<file path="src/rtl/const_div_pkg.sv">
// Shared types and elaboration helpers for the iterative divide-by-constant unit.
// Derives digit count and remainder width, and validates the divisor/digit pairing.
package const_div_pkg;

  typedef enum logic [1:0] {IDLE, BUSY, DONE} state_e;

  function automatic int clog2(input int v);
    int r;
    int x;
    r = 0;
    x = v - 1;
    while (x > 0) begin
      r++;
      x = x >> 1;
    end
    return r;
  endfunction

  function automatic int calc_n(input int w, input int k);
    return (w + k - 1) / k;
  endfunction

  function automatic int calc_rw(input int d);
    return clog2(d);
  endfunction

  // The digit step relies on r*2^K + digit < D*2^K, so D must fit in one digit.
  function automatic bit cfg_ok(input int d, input int k);
    return (d % 2 == 1) && (d >= 3) && (d < (1 << k));
  endfunction

endpackage

</file>
<file path="src/rtl/const_div_digit.sv">
// One radix-2^K long-division step by the constant D: {r_in, d_in} -> quotient digit and remainder.
// Constant divisor lets synthesis reduce this to a small lookup.
module const_div_digit #(
  parameter int D  = 5,
  parameter int K  = 6,
  parameter int RW = 3
) (
  input  logic [RW-1:0] r_in,
  input  logic [K-1:0]  d_in,
  output logic [K-1:0]  q_out,
  output logic [RW-1:0] r_out
);

  localparam int VW = RW + K;

  logic [VW-1:0] v;

  assign v     = {r_in, d_in};
  // Since r_in < D the quotient always fits in K bits; truncation drops only zeros.
  assign q_out = K'(v / VW'(D));
  assign r_out = RW'(v % VW'(D));

endmodule

</file>
<file path="src/rtl/const_div_iter.sv">
// Iterative unsigned divide of a W-bit operand by odd constant D, one K-bit digit per cycle, MSB first.
// Valid/ready on both sides; result is held in DONE until the consumer takes it.
module const_div_iter
  import const_div_pkg::*;
#(
  parameter int  W  = 64,
  parameter int  D  = 5,
  parameter int  K  = 6,
  localparam int RW = calc_rw(D)
) (
  input  logic          clk,
  input  logic          rst_n,
  input  logic          in_valid,
  output logic          in_ready,
  input  logic [W-1:0]  X,
  output logic          out_valid,
  input  logic          out_ready,
  output logic [W-1:0]  Q,
  output logic [RW-1:0] R
);

  localparam int N  = calc_n(W, K);
  localparam int NK = N * K;
  localparam int SW = clog2(N + 1);

  if (!cfg_ok(D, K)) begin : g_cfg_err
    $error("const_div_iter: D must be odd with 3 <= D < 2**K");
  end

  state_e        state_q, state_d;
  logic [NK-1:0] op_q, op_d;
  logic [W-1:0]  quo_q, quo_d;
  logic [RW-1:0] r_q, r_d;
  logic [SW-1:0] step_q, step_d;

  logic [K-1:0]  digit;
  logic [K-1:0]  qd;
  logic [RW-1:0] r_next;

  // Operand shifts left each step, so the current digit is always the top K bits.
  assign digit = op_q[NK-1 -: K];

  const_div_digit #(
    .D  (D),
    .K  (K),
    .RW (RW)
  ) u_digit (
    .r_in  (r_q),
    .d_in  (digit),
    .q_out (qd),
    .r_out (r_next)
  );

  // NOTE: every always_comb output gets its default first, so no path can infer a latch.
  always_comb begin
    state_d = state_q;
    op_d    = op_q;
    quo_d   = quo_q;
    r_d     = r_q;
    step_d  = step_q;
    unique case (state_q)
      IDLE: begin
        if (in_valid) begin
          op_d    = NK'(X);
          r_d     = '0;
          step_d  = '0;
          state_d = BUSY;
        end
      end
      BUSY: begin
        op_d   = op_q << K;
        quo_d  = W'({quo_q, qd});
        r_d    = r_next;
        step_d = step_q + 1'b1;
        if (step_q == SW'(N - 1)) state_d = DONE;
      end
      DONE: begin
        if (out_ready) state_d = IDLE;
      end
      default: state_d = IDLE;
    endcase
  end

  // NOTE: sequential state uses non-blocking assignments so all registers update together.
  always_ff @(posedge clk) begin
    if (!rst_n) begin
      state_q <= IDLE;
      op_q    <= '0;
      quo_q   <= '0;
      r_q     <= '0;
      step_q  <= '0;
    end else begin
      state_q <= state_d;
      op_q    <= op_d;
      quo_q   <= quo_d;
      r_q     <= r_d;
      step_q  <= step_d;
    end
  end

  assign in_ready  = (state_q == IDLE);
  assign out_valid = (state_q == DONE);
  assign Q         = quo_q;
  assign R         = r_q;

endmodule

</file>
<file path="config.mk">
export PLATFORM = sky130hd
export DESIGN_NAME = const_div_iter
export DESIGN_NICKNAME = d
export VERILOG_FILES = /design/src/rtl/const_div_pkg.sv /design/src/rtl/const_div_digit.sv /design/src/rtl/const_div_iter.sv
export SDC_FILE = /design/constraint.sdc
export NUM_CORES = 1
export LEC_CHECK = 0
export CAP_MARGIN = 20
export CORE_MARGIN = 2
export CORE_UTILIZATION = 47
export DETAILED_ROUTE_END_ITERATION = 12
export PLACE_DENSITY = 0.83
export SYNTH_ARGS = -nofsm -noshare
export SYNTH_HDL_FRONTEND = slang
export SYNTH_SLANG_ARGS = --single-unit
</file>
<file path="constraint.sdc">
create_clock -name clk -period 3.3 [get_ports clk]
set_input_delay 0.66 -clock clk [delete_from_list [all_inputs] [get_ports clk]]
set_output_delay 0.66 -clock clk [all_outputs]
set_load 0.03 [all_outputs]
</file>
-- After elaboration in Yosys (flattened, before gate mapping)
Index checks and enable logic that the tools add are counted.
- ROM bits: 0
- latch bits: 0
- input port bits: 68
- memories: 0
- RAM bits: 0
- register bits: 139
- equal/unequal tests: 6
- multipliers: 0
- muxes and demuxes: 10
- divide/modulo/power cells: 2
- add/sub/neg operators: 1
- shifts and indexed selects: 0
- reduce and logical (&&, ||, !) cells: 4
- bitwise logic cells: 0
- magnitude comparators: 0
- operator list (operator ; number):
    66-bit one-hot mux with 2 select lines ; 1
    66-bit two-way mux ; 1
    9-bit by 3-bit divider with 9-bit output, second input constant ; 1
    9-bit by 3-bit modulo with 9-bit output, second input constant ; 1
    4-bit one-hot mux with 2 select lines ; 1
    2-bit two-way mux ; 3
    2-bit one-hot mux with 3 select lines ; 1
    3-bit one-hot mux with 2 select lines ; 1
    4-bit by 1-bit adder with 4-bit output, second input constant ; 1
    4-bit equality test, second input constant ; 1
    4-bit two-way mux ; 1
    2-bit inequality test, second input constant ; 2
    3-bit two-way mux ; 1
    3-bit AND reduction ; 1
    2-bit by 1-bit equality test with 1-bit output, second input constant ; 1
    2-bit equality test, second input constant ; 1
    2-bit zero test ; 1
    2-bit by 1-bit inequality test with 1-bit output, second input constant ; 1
    2-bit AND reduction ; 1
    2-bit nonzero test ; 1

-- Depth between registers and ports, before layout
- word-level depth: 3
- mapped depth: 14
- gate-level depth less buffers: 12

-- Cells and area by module
Synthesis repeated with hierarchy kept, for this count alone.
- cells, all modules: 821
- area, all modules: 6765.2 um^2
- modules (own cells, without submodules) (module ; area each (um^2) ; times used ; seq. area each (um^2) ; cells an instance):
    const_div_iter ; 5904.4 ; 1 ; 2782.7 ; 694
    const_div_digit ; 860.8 ; 1 ; 0.0 ; 127

-- Least setup slack after synthesis
No wires, ideal clock.
- path type: flip-flop to flip-flop
- from: register r_q[0] (netlist: R[0])
- to: register r_q[2] (netlist: R[2])
- arrival time: 3427 ps
- clock period less this slack: 3518 ps
- cell stages (with the launch flop): 14
- path slack: -218 ps
- setup time: 91 ps
- path through: dfxtp_1 -> buf_2 -> nand3b_1 -> a31oi_1 -> a211o_2 -> nor4_1 -> nor2_1 -> and3_1 -> ha_1 -> or4_1 -> mux2_2 -> a2bb2o_4 -> o22ai_1 -> a311oi_1
- cells in the longest elaborated chain, start to end: 2
- RTL lines (what ; RTL line ; RTL):
    start, declared ; const_div_iter.sv:33 ; logic [RW-1:0] r_q, r_d;
    start signal, assigned ; const_div_iter.sv:96 ; r_q <= r_d;
    9-bit by 3-bit modulo with 9-bit output ; const_div_digit.sv:21 ; assign r_out = RW'(v % VW'(D));
    3-bit one-hot mux with 2 select lines ; const_div_iter.sv:61 ; unique case (state_q)
No other way between the ends.
A chain may end at the register's enable or synchronous reset.

-- Worst setup path after layout
Ends and elaborated chain as after synthesis.

==> metrics <==
Fin Hold WS 0.451 ns; RSZ-0062 raised after global routing yes; nets@finish 1038; Iteration-0 DRC Markers 464; Die H 124 um; Syn Inst Count 845; total chip power 0.00548 W; WL/cell 15.8 um; largest net degree at the start of global routing 114; worst-path cell chain buf_6 > and3b_2 > o311ai_4 > o21a_1 > nand4_1 > and3_4 > ha_4 > or4_4 > mux2_4 > a2bb2o_4 > o22ai_2 > a311oi_1; slowest stage delay, CP 0.52 ns; VDD IR max 0.392 mV; total CTS buffers 17; antenna violations before repair 0; via count 6552; Async S/R FF share, synth 0%; critical path's top delay family compound AO/OA/AOI/OAI gates; Reg clk slew, reported paths 0.06 ns; Worst Setup SP R[0]$_SDFFE_PN0P_; first-pass GRT wire length 29.1 mm; simple-gate share of the synthesized area 25.2%; FF+latch count, synth 139; CP max stage cell or4_4; total track usage 23.9%; via-per-instance ratio 5.65; Core ar. 0.0140 mm^2; crit path max fanout 8; register area share after synthesis 41.1%; Finish-stage setup viols 2; design area 0.00911 mm^2; failing checks setup timing; setup ws final -0.0355 ns; Initial Utilization 48.4%; FP Rows 43; Synth Area in Compound Gates 26.8%; largest family of logic cells by synthesized area compound AO/OA/AOI/OAI gates; Cell Pwr Density 602 mW/mm^2; hold path start Q[61]$_SDFFE_PN0P_; I/O Pins 137; Final ANT Viol Nets 0; routed wire length 18.3 mm; Post-synth EDFFs 0; Syn Area/Cell 8.02 um^2; Final period util 101%; synth warn 0; status complete, but fails checks; WP data arrival 3.66 ns; fin crit period 3.34 ns; root buffer cell clkbuf_16; Worst setup SP type flip-flop; Fillers 1144; Cell variety after synth 67; htree depth 4; # DRC 0; post-synthesis xor/xnor area fraction 0.259%; Post-Synth Adder-Cell Area 0.887%; top_reg_cell synth dfxtp_1; mux cell area share after synthesis 0.628%; Max Freq 300 MHz; Die X 124 um; GP Congestion 0.892; Final Core Density 65.1%; grt ovf 0; static leakage 3.39 nW; Inserted Diodes 0; drt pass-1 iters 4; max-cap violations 0; clk_skew 0.0128 ns; worst-skew pair later-pin latency 0.43 ns; area growth from synthesis to layout 34.5%; TritonCTS clock tree built; Hold WC Path Type flip-flop to flip-flop; port buffer count 136; final hold violations 0; Critical Path Sink Type flip-flop; CTS sink count 139; Worst Setup Path Type flip-flop to flip-flop; Least-Margin Pin Slew 0.924 ns; placed instance area 0.00837 mm^2; Die ar. 0.0154 mm^2; Slew HR 38.4%; Worst EP required 3.63 ns; HPWL after DPL 12.0 mm; Post-Syn Area 0.00677 mm^2; share of cells above drive strength 1 18.2%; Setup WS pre-CTS -0.0647 ns; CTS max path bufs 2; number of global-route vias before repair 6072; Mapped Nets 917; Bufs and invs on worst path 1; Reg-to-Reg Start R[0]$_SDFFE_PN0P_; final count of pins violating max slew 0
-- worst min-delay path: cells and delay by family, from the launching register on --
kind | cells | cell delay [ns]
flops | 1 | 0.31
simple gates | 1 | 0.05
compound gates | 1 | 0.05
-- final cells by class --
class	count	area (um^2)	area share, %
clock buffers	19	453	4.97
clock inverters	13	130	1.43
inverters	6	22.5	0.247
multi-input cells	619	3760	41.2
flip-flops and latches	139	2800	30.7
well taps	180	225	2.47
repair buffers	183	1720	18.9
-- cell usage after synthesis (4+ instances only) --
cell type,count,share of area [%]
a21oi_1,139,10
a22oi_1,4,0.44
a31oi_1,4,0.37
buf_1,6,0.33
buf_2,8,0.59
clkbuf_1,64,3.5
dfxtp_1,139,41
ha_1,4,0.74
inv_1,6,0.33
nand2_1,128,7.1
nand2b_1,8,0.74
nand3_1,6,0.44
nor2_1,96,5.3
nor2b_1,69,6.4
nor3_1,15,1.1
nor4_1,7,0.65
o21ai_0,9,0.66
o221a_2,58,9.6
o22ai_1,4,0.37
o32ai_1,4,0.52
-- power breakdown --
part | switching [W] | total [W] | leakage (nW) | internal, W
combinational | 0.000915 | 0.00174 | 1.95 | 0.000821
clock | 0.000774 | 0.00187 | 0.291 | 0.00109
sequential | 0.0000963 | 0.00188 | 1.14 | 0.00178
-- worst paths after layout --
kind | slack (ns) | depth (start not counted) | endpoint
worst min-delay path | 0.45 | 2 | Q[61]$_SDFFE_PN0P_
worst min register to register | 0.45 | 2 | Q[61]$_SDFFE_PN0P_
worst max register to register | -0.04 | 12 | R[2]$_SDFFE_PN0P_
worst max-delay path | -0.04 | 12 | R[2]$_SDFFE_PN0P_
-- cell families (layout without fill, tap and decap cells) --
kind of cell / count (synthesis) / count (layout)
buf+inv: 87 / 221
compound gates: 252 / 252
fa+ha+maj: 5 / 5
mux: 4 / 4
xor+xnor: 2 / 2
simple gates: 356 / 356
flops: 139 / 139
-- cells in the final DEF, fill, tap and decap left out, drive strengths merged, types with 6 or more instances in the layout --
cell           count
clkdlybuf4s50    134
o21ai             11
clkbuf            19
nor3              15
nor4               7
nor2b             69
dfxtp            139
nand2            128
nor2              96
nand3              6
o221a             58
nand2b             8
inv               11
clkinv             7
buf               49
a21oi            139
-- per-layer routing --
| metal | up-vias | part of all wire [%] | global-route usage, % |
|---|---|---|---|
| met5 | - | 0 | 0 |
| met4 | 0 | 1.4 | 7.58 |
| met3 | 21 | 4.9 | 5.63 |
| met2 | 178 | 50 | 40.2 |
| met1 | 3126 | 44 | 30.1 |
| li1 | 3227 | - | - |
-- registers in the layout (all words and copies together), names as in the netlist --
register and count:
R 3, step_q 4, state_q 2, op_q 66
Q 64
-- metrics by stage --
step,std cells,TNS (ns)
detailed placement,1120,-0.155
global route,1159,-0.626
CTS,1156,0
global placement,1120,0
floorplan,845,-0.00779
finish,1159,-0.0625
-- what timing repair did --
action,in CTS,in global routing
setup endpoints to repair,3,4
hold buffers,0,0
gates resized for setup,7,12
endpoints found under the hold margin,0,0
buffers inserted,4,3
pin swaps,6,9
Note: power is estimated with default switching activity, not from simulation.
